--- src/rtl/mc_control_unit.sv ---
// mc_control_unit: main FSM, instruction/ALU decode and conditional execution
// for the multi-cycle 8-bit ARM-subset core.
// Ports: clk/reset; Op/Funct/Cond decoded fields and ALUFlags in; datapath
//   write enables, mux selects, ALUControl, ImmSrc, RegSrc and debug state out.
module mc_control_unit (
  input  logic       clk,
  input  logic       reset,
  input  logic [1:0] Op,
  input  logic [5:0] Funct,
  input  logic [2:0] Cond,
  input  logic [3:0] ALUFlags,
  output logic       PCWrite,
  output logic       RegWrite,
  output logic       MemWrite,
  output logic       IRWrite,
  output logic       AdrSrc,
  output logic [1:0] ResultSrc,
  output logic       AluSrcA,
  output logic [1:0] ALUSrcB,
  output logic [2:0] ALUControl,
  output logic [1:0] ImmSrc,
  output logic [2:0] RegSrc,
  output logic [3:0] state
);

  typedef enum logic [3:0] {
    S_FETCH    = 4'd0,
    S_DECODE   = 4'd1,
    S_MEMADR   = 4'd2,
    S_MEMRD    = 4'd3,
    S_MEMWB    = 4'd4,
    S_MEMWR    = 4'd5,
    S_EXECUTER = 4'd6,
    S_EXECUTEI = 4'd7,
    S_ALUWB    = 4'd8,
    S_BRANCH   = 4'd9
  } state_t;

  state_t     r_state;
  state_t     w_next;
  logic [3:0] r_nzcv;      // {N,Z,C,V}
  logic       r_cond_ok;   // condition result captured at the end of DECODE

  logic [3:0] w_cmd;
  logic       w_cond_ex;
  logic       w_cmp;
  logic       w_nowrite;
  logic       w_exec;
  logic       w_flag_upd;
  logic [2:0] w_dp_alu;
  logic       w_pcw, w_regw, w_memw, w_irw;

  assign w_cmd = Funct[4:1];
  assign w_cmp = (w_cmd == 4'b1010);
  assign w_exec = (r_state == S_EXECUTER) || (r_state == S_EXECUTEI);

  // Condition check against the registered flags.
  always_comb begin
    w_cond_ex = 1'b1;
    case (Cond)
      3'b000:  w_cond_ex = r_nzcv[2];
      3'b001:  w_cond_ex = ~r_nzcv[2];
      3'b010:  w_cond_ex = r_nzcv[1];
      3'b011:  w_cond_ex = ~r_nzcv[1];
      3'b100:  w_cond_ex = r_nzcv[3];
      3'b101:  w_cond_ex = ~r_nzcv[3];
      3'b110:  w_cond_ex = (r_nzcv[3] == r_nzcv[0]);
      default: w_cond_ex = 1'b1;
    endcase
  end

  // ALU decode; unsupported commands and CMP never write the register file.
  always_comb begin
    w_dp_alu  = 3'b000;
    w_nowrite = 1'b0;
    case (w_cmd)
      4'b0100: w_dp_alu = 3'b000;
      4'b0010: w_dp_alu = 3'b001;
      4'b0000: w_dp_alu = 3'b010;
      4'b1100: w_dp_alu = 3'b011;
      4'b1010: begin w_dp_alu = 3'b001; w_nowrite = 1'b1; end
      default: begin w_dp_alu = 3'b000; w_nowrite = 1'b1; end
    endcase
  end

  // The flags only move at the end of EXECUTE, so the condition captured in
  // DECODE holds for the whole instruction; ALUWB must not see its own update.
  assign w_flag_upd = w_exec && r_cond_ok && (Funct[0] || w_cmp);

  always_comb begin
    w_next = S_FETCH;
    case (r_state)
      S_FETCH:  w_next = S_DECODE;
      S_DECODE: begin
        case (Op)
          2'b01:   w_next = S_MEMADR;
          2'b10:   w_next = S_BRANCH;
          2'b00:   w_next = Funct[5] ? S_EXECUTEI : S_EXECUTER;
          default: w_next = S_FETCH;
        endcase
      end
      S_EXECUTER, S_EXECUTEI: w_next = S_ALUWB;
      S_MEMADR: w_next = Funct[0] ? S_MEMRD : S_MEMWR;
      S_MEMRD:  w_next = S_MEMWB;
      default:  w_next = S_FETCH;
    endcase
  end

  always_ff @(posedge clk) begin
    if (reset) begin
      r_state   <= S_FETCH;
      r_nzcv    <= 4'b0000;
      r_cond_ok <= 1'b0;
    end else begin
      r_state <= w_next;
      if (r_state == S_DECODE) r_cond_ok <= w_cond_ex;
      if (w_flag_upd)          r_nzcv    <= ALUFlags;
    end
  end

  // Moore decode of selects and enables.
  always_comb begin
    w_pcw      = 1'b0;
    w_regw     = 1'b0;
    w_memw     = 1'b0;
    w_irw      = 1'b0;
    AdrSrc     = 1'b0;
    ResultSrc  = 2'b00;
    AluSrcA    = 1'b0;
    ALUSrcB    = 2'b00;
    ALUControl = 3'b000;
    ImmSrc     = 2'b00;
    RegSrc     = 3'b000;
    case (r_state)
      S_FETCH: begin
        w_irw = 1'b1; w_pcw = 1'b1;
        AluSrcA = 1'b1; ALUSrcB = 2'b10; ResultSrc = 2'b10;
      end
      S_DECODE: begin
        AluSrcA = 1'b1; ALUSrcB = 2'b10; ResultSrc = 2'b10;
      end
      S_EXECUTER: ALUControl = w_dp_alu;
      S_EXECUTEI: begin
        ALUSrcB = 2'b01; ALUControl = w_dp_alu;
      end
      S_ALUWB:  w_regw = r_cond_ok & ~w_nowrite;
      S_MEMADR: begin
        ALUSrcB = 2'b01; ImmSrc = 2'b01;
      end
      S_MEMRD:  AdrSrc = 1'b1;
      S_MEMWB: begin
        ResultSrc = 2'b01; w_regw = r_cond_ok;
      end
      S_MEMWR: begin
        AdrSrc = 1'b1; RegSrc = 3'b010; w_memw = r_cond_ok;
      end
      S_BRANCH: begin
        RegSrc = 3'b001; ALUSrcB = 2'b01; ImmSrc = 2'b10;
        ResultSrc = 2'b10; w_pcw = r_cond_ok;
      end
      default: ;
    endcase
  end

  // Reset blocks every write immediately, not just from the next edge.
  assign PCWrite  = w_pcw  & ~reset;
  assign RegWrite = w_regw & ~reset;
  assign MemWrite = w_memw & ~reset;
  assign IRWrite  = w_irw  & ~reset;
  assign state    = r_state;

endmodule
--- config.mk ---
export PLATFORM = sky130hd
export DESIGN_NAME = mc_control_unit
export DESIGN_NICKNAME = d
export VERILOG_FILES = /design/src/rtl/mc_control_unit.sv
export SDC_FILE = /design/constraint.sdc
export NUM_CORES = 1
export LEC_CHECK = 0
export CAP_MARGIN = 20
export CORE_ASPECT_RATIO = 1.5
export CORE_MARGIN = 4
export CORE_UTILIZATION = 35
export CTS_CLUSTER_SIZE = 24
export DETAILED_ROUTE_END_ITERATION = 7
export HOLD_SLACK_MARGIN = 0.02
export PLACE_DENSITY = 0.75
export SETUP_SLACK_MARGIN = 0.15
export SYNTH_ARGS = -nofsm -noshare
export SYNTH_HDL_FRONTEND = slang
export SYNTH_SLANG_ARGS = --single-unit
--- constraint.sdc ---
create_clock -name clk -period 3.4 [get_ports clk]
set_clock_uncertainty 0.1 [all_clocks]
set_input_delay 0.85 -clock clk [delete_from_list [all_inputs] [get_ports clk]]
set_output_delay 0.85 -clock clk [all_outputs]
set_load 0.01 [all_outputs]
## Word-level counts from Yosys, hierarchy flattened

Cells that the tools add are included.

| word-level totals | value |
|---|---|
| output and inout bits | 22 |
| input bits | 17 |
| flip-flop bits (word level) | 9 |

| cells by class | value |
|---|---|
| muxes and demuxes | 17 |
| reductions and logical operators | 15 |
| equal/unequal tests | 22 |
| bitwise operators | 9 |

Operators by type and width:

| kind | count |
|---|---|
| equality test 4 x 3 -> 1 bit (second input constant) | 5 |
| case mux 4 bit (5 select lines) | 1 |
| equality test 4 bit (second input constant) | 4 |
| case mux 2 bit (2 select lines) | 4 |
| equality test 4 x 2 -> 1 bit (second input constant) | 3 |
| case mux 4 bit (3 select lines) | 1 |
| equality test 3 bit (second input constant) | 3 |
| logical NOT 4 bit | 2 |
| OR reduction 2 bit | 4 |
| case mux 1 bit (7 select lines) | 1 |
| equality test 3 x 2 -> 1 bit (second input constant) | 2 |
| 2-to-1 mux 3 bit | 2 |
| case mux 2 bit (3 select lines) | 1 |
| OR reduction 3 bit | 2 |
| bitwise AND 1 bit | 5 |
| 2-to-1 mux 1 bit | 5 |
| equality test 4 x 1 -> 1 bit (second input constant) | 1 |
| inverter 1 bit | 4 |
| case mux 1 bit (2 select lines) | 2 |
| OR reduction 4 bit | 1 |
| equality test 3 x 1 -> 1 bit (second input constant) | 1 |
| logical NOT 3 bit | 1 |
| equality test 2 x 1 -> 1 bit (second input constant) | 1 |
| equality test 2 bit (second input constant) | 1 |
| 4 further kinds | 6 |

## Logic depth before layout (Yosys ltp)

| logic depth | value |
|---|---|
| depth after elaboration | 5 |
| depth in mapped cells | 5 |

## Least setup slack after synthesis

Ideal clock, no wire load.

| timing path | value |
|---|---|
| path kind | input -> output |
| start point | input port reset |
| end point | output port IRWrite |
| cell stages on the path | 3 |
| setup slack | 805 ps |
| arrival | 1645 ps |
| cells stage by stage | clkbuf_1 -> or3_1 -> nor3_1 |

| between the ends | value |
|---|---|
| longest elaborated chain between the ends | 2 |

RTL lines:

| item | line | text |
|---|---|---|
| start, declared | 7 | `input logic reset,` |
| inverter 1 bit | 169 | `assign IRWrite = w_irw & ~reset;` |
| bitwise AND 1 bit | 169 |  |
| end, declared | 15 | `output logic IRWrite,` |

No other way between the ends.

## Worst setup path in the final report

| timing path | value |
|---|---|
| start point | register r_state[1] (netlist: state[1]) |
| end point | output port ALUSrcB[0] |

| between the ends | value |
|---|---|
| longest elaborated chain between the ends | 3 |
| elaborated cells on any way between the ends | 8 |
| those cells by class | eq/ne (4); mux (1); reduce/logical (3) |

RTL lines:

| item | line | text |
|---|---|---|
| start, declared | 39 | `state_t r_state;` |
| start signal, assigned | 115 | `r_state <= w_next;` |
| equality test 4 x 3 -> 1 bit, or another cell as far along | 134 | `case (r_state)` |
| OR reduction 3 bit (no line) or OR reduction 2 bit (tied branches) | -- |  |
| case mux 2 bit (2 select lines) * | 134 |  |
| end, declared | 19 | `output logic [1:0] ALUSrcB,` |

Mark *: on every way between the ends. The rest lies on a longest branch, timed or not.

==> flow_metrics.py <==
metrics = {
    "global_routing": {
        "grt_pass1_wl_mm": 3.10,
        "grt_max_degree": 17,
        "antenna_found_initial": 0,
        "grt_pass1_vias": 722,
        "grt_overflow": 0,
        "grtUsageTotal_pct": 14.4,
    },
    "pwr": {
        "power.total_uw": 308,
        "powerDensity_nw_per_um2": 277,
        "vdd_drop_max_mv": 0.210,
        "leakage_nw": 0.472,
    },
    "synth": {
        "synth_compound_area_share_pct": 16.4,
        "synthAdderAreaFrac_pct": 0,
        "yosys-top-cells-count": "9 x dfxtp_1, 9 x nor2_1, 9 x nor3_1",
        "postSynth.asyncResetShare_pct": 0,
        "synth_cell_type_count": 32,
        "synth_ff_type": "dfxtp_1",
        "ys_ff_latch": 9,
        "yosys_warnings": 0,
        "avgSynthCellArea_um2": 8.16,
        "synth-edff-count": 0,
        "synth.top_cell.area_share_pct": 26.3,
        "yosys.area.top_type": "dfxtp_1",
        "synth_simple_gate_area_share_pct": 33.2,
        "synth_top_family_by_area": "simple AND/OR/NAND/NOR gates",
        "yosys.area_share.xor_xnor_pct": 3.83,
        "syn-cell-area_um2": 686,
        "synthTopCellsByArea": "dfxtp_1 26%, mux2i_1 8.8%, nor3_1 6.6%",
        "seq_area_frac_synth_pct": 26.3,
        "synthMuxAreaShare_pct": 12.0,
        "synthesis.instances": 84,
    },
    "layout": {
        "fin_area_um2": 1110,
        "instances_no_fill": 146,
        "area_delta_synth_final_pct": 62.2,
        "fin_nets": 143,
        "final_util_pct": 60.0,
        "drive_gt1_share_pct": 12.8,
        "diodes": 0,
    },
    "timing": {
        "maxSlewHeadroom_pct": 60.6,
        "whs_ns": 0.412,
        "hold_viol": 0,
        "slew_violations": 0,
        "rsz0062_at_grt": "no",
        "fin_crit_ns": 3.07,
        "setup_viol": 0,
        "min_period_over_period_pct": 90.2,
        "max_freq_ghz": 0.326,
        "fin_ws_ns": 0.332,
        "worst_slew_pin_slew_ns": 0.591,
        "timing.setup.tns_ns": 0,
    },
    "clock_tree": {
        "cts_root_buf": "clkbuf_4",
        "htreeDepth": 1,
        "insertion_delay_ns": 0.26,
        "cts_tree": "built",
        "cts_resized": 6,
        "post_cts_buffers": 0,
        "cts.sinks": 9,
        "cts_max_path_buffers": 2,
        "path_clk_slew_ns": 0.05,
        "hold_buffers": 0,
        "cts_made_buffers": 3,
    },
    "placed_design": {
        "post-place-cells": 142,
        "pre_cts_ws_ns": -0.0879,
        "place_congestion": 0.732,
        "dp_hpwl_mm": 1.55,
        "placed_cell_area_um2": 1090,
        "portBuffers": 36,
    },
    "flow_run": {
        "maxCapViolations": 0,
    },
    "critical_path": {
        "worstPathArrival_ns": 2.12,
        "crit_path_end_kind": "primary output",
        "critPathSlowestCell": "dfxtp_1",
        "worst_ep_required_time_ns": 2.45,
        "critical-path-top-delay-family": "flip-flops",
        "max_stage_delay_ns": 0.69,
        "start_kind": "flop",
        "critPathKind": "reg2out",
        "cp_max_fo": 16,
        "path_cells": "nand2_1 > mux2_2 > o22ai_1 > clkdlybuf4s50_1",
        "critical_path_buf_inv_count": 1,
    },
    "run_status": {
        "status": "finished, final reports clean",
    },
    "hold_path": {
        "hp-class": "reg2reg",
    },
    "floorplan": {
        "die_area_um2": 2750,
        "initial_core_util_pct": 37.0,
        "die_h_um": 62.2,
        "core_um2": 1850,
        "rows": 19,
        "die_w_um": 44.1,
        "io_pins": 39,
    },
    "route": {
        "drtIter0Drc": 11,
        "vias_per_cell": 5.08,
        "highest_layer": "met4",
        "avgRoutedWirePerCell_um": 12.7,
        "vias": 742,
        "ant_nets": 0,
        "met1Wirelength_um": 683,
        "route.detailed.drc": 0,
        "routed_wl_mm": 1.85,
        "wl_met3_um": 108,
        "met2WireLength_mm": 1.03,
        "drt_first_pass_iters": 3,
    },
}
[path summary, 6_finish.rpt]
| kind | slack, ns | to | cells past startpoint | startpoint |
|---|---|---|---|---|
| max reg2reg | 1.81 | r_cond_ok$_SDFFE_PP0P_ | 4 | state[1]$_SDFF_PP0_ |
| min | 0.41 | r_nzcv[1]$_SDFFE_PP0P_ | 2 | r_nzcv[1]$_SDFFE_PP0P_ |
| min reg2reg | 0.41 | r_nzcv[1]$_SDFFE_PP0P_ | 2 | r_nzcv[1]$_SDFFE_PP0P_ |
| max | 0.33 | ALUSrcB[0] | 4 | state[1]$_SDFF_PP0_ |
[worst reg2reg max path, cell delays in order (launching register included)]
cell and delay [ns]:
dfxtp_1 0.69, nand2b_4 0.28, nor3_1 0.08, o21a_1 0.13, a211oi_1 0.23
[layer usage]
metal	global-route usage, %	vias up
met5	0	-
met4	7.17	0
met3	0.867	4
met2	27.0	23
met1	14.9	332
li1	-	383
[registers in the layout, summed over array words and instances (netlist names)]
signal,cells
r_nzcv,4
r_cond_ok,1
state,4
[cell usage in the layout, fill, tap and decap left out, drive strengths merged, types with 2 or more instances in the layout]
cell type	n
dlygate4sd2	6
mux2	2
xor2	2
o21ai	4
clkdlybuf4s50	29
nand2	4
nor2b	2
nand2b	3
a21oi	4
inv	2
dfxtp	9
clkbuf	4
a211oi	2
buf	8
nor3	9
mux2i	6
nor3b	3
conb	2
nor4	2
nor2	9
[power by group]
group	internal (mW)	total, mW	switching (mW)
Clock	0.0451	0.0801	0.0350
Combinational	0.0626	0.106	0.0433
Sequential	0.110	0.122	0.0119
Total	0.218	0.308	0.0902
[cell type report]
class	instances	area (um^2)
Inverter	2	7.51
Sequential cell	9	180
Tap cell	21	26.3
Timing Repair Buffer	44	415
Fill cell	177	742
Clock buffer	4	26.3
Multi-Input combinational cell	66	457
[cells by family after synthesis]
kind of cell / Yosys count
xor+xnor: 3
buf+inv: 10
other cells: 1
compound gates: 15
mux: 8
simple gates: 38
flops: 9
Power figures use the tool's default switching activity.
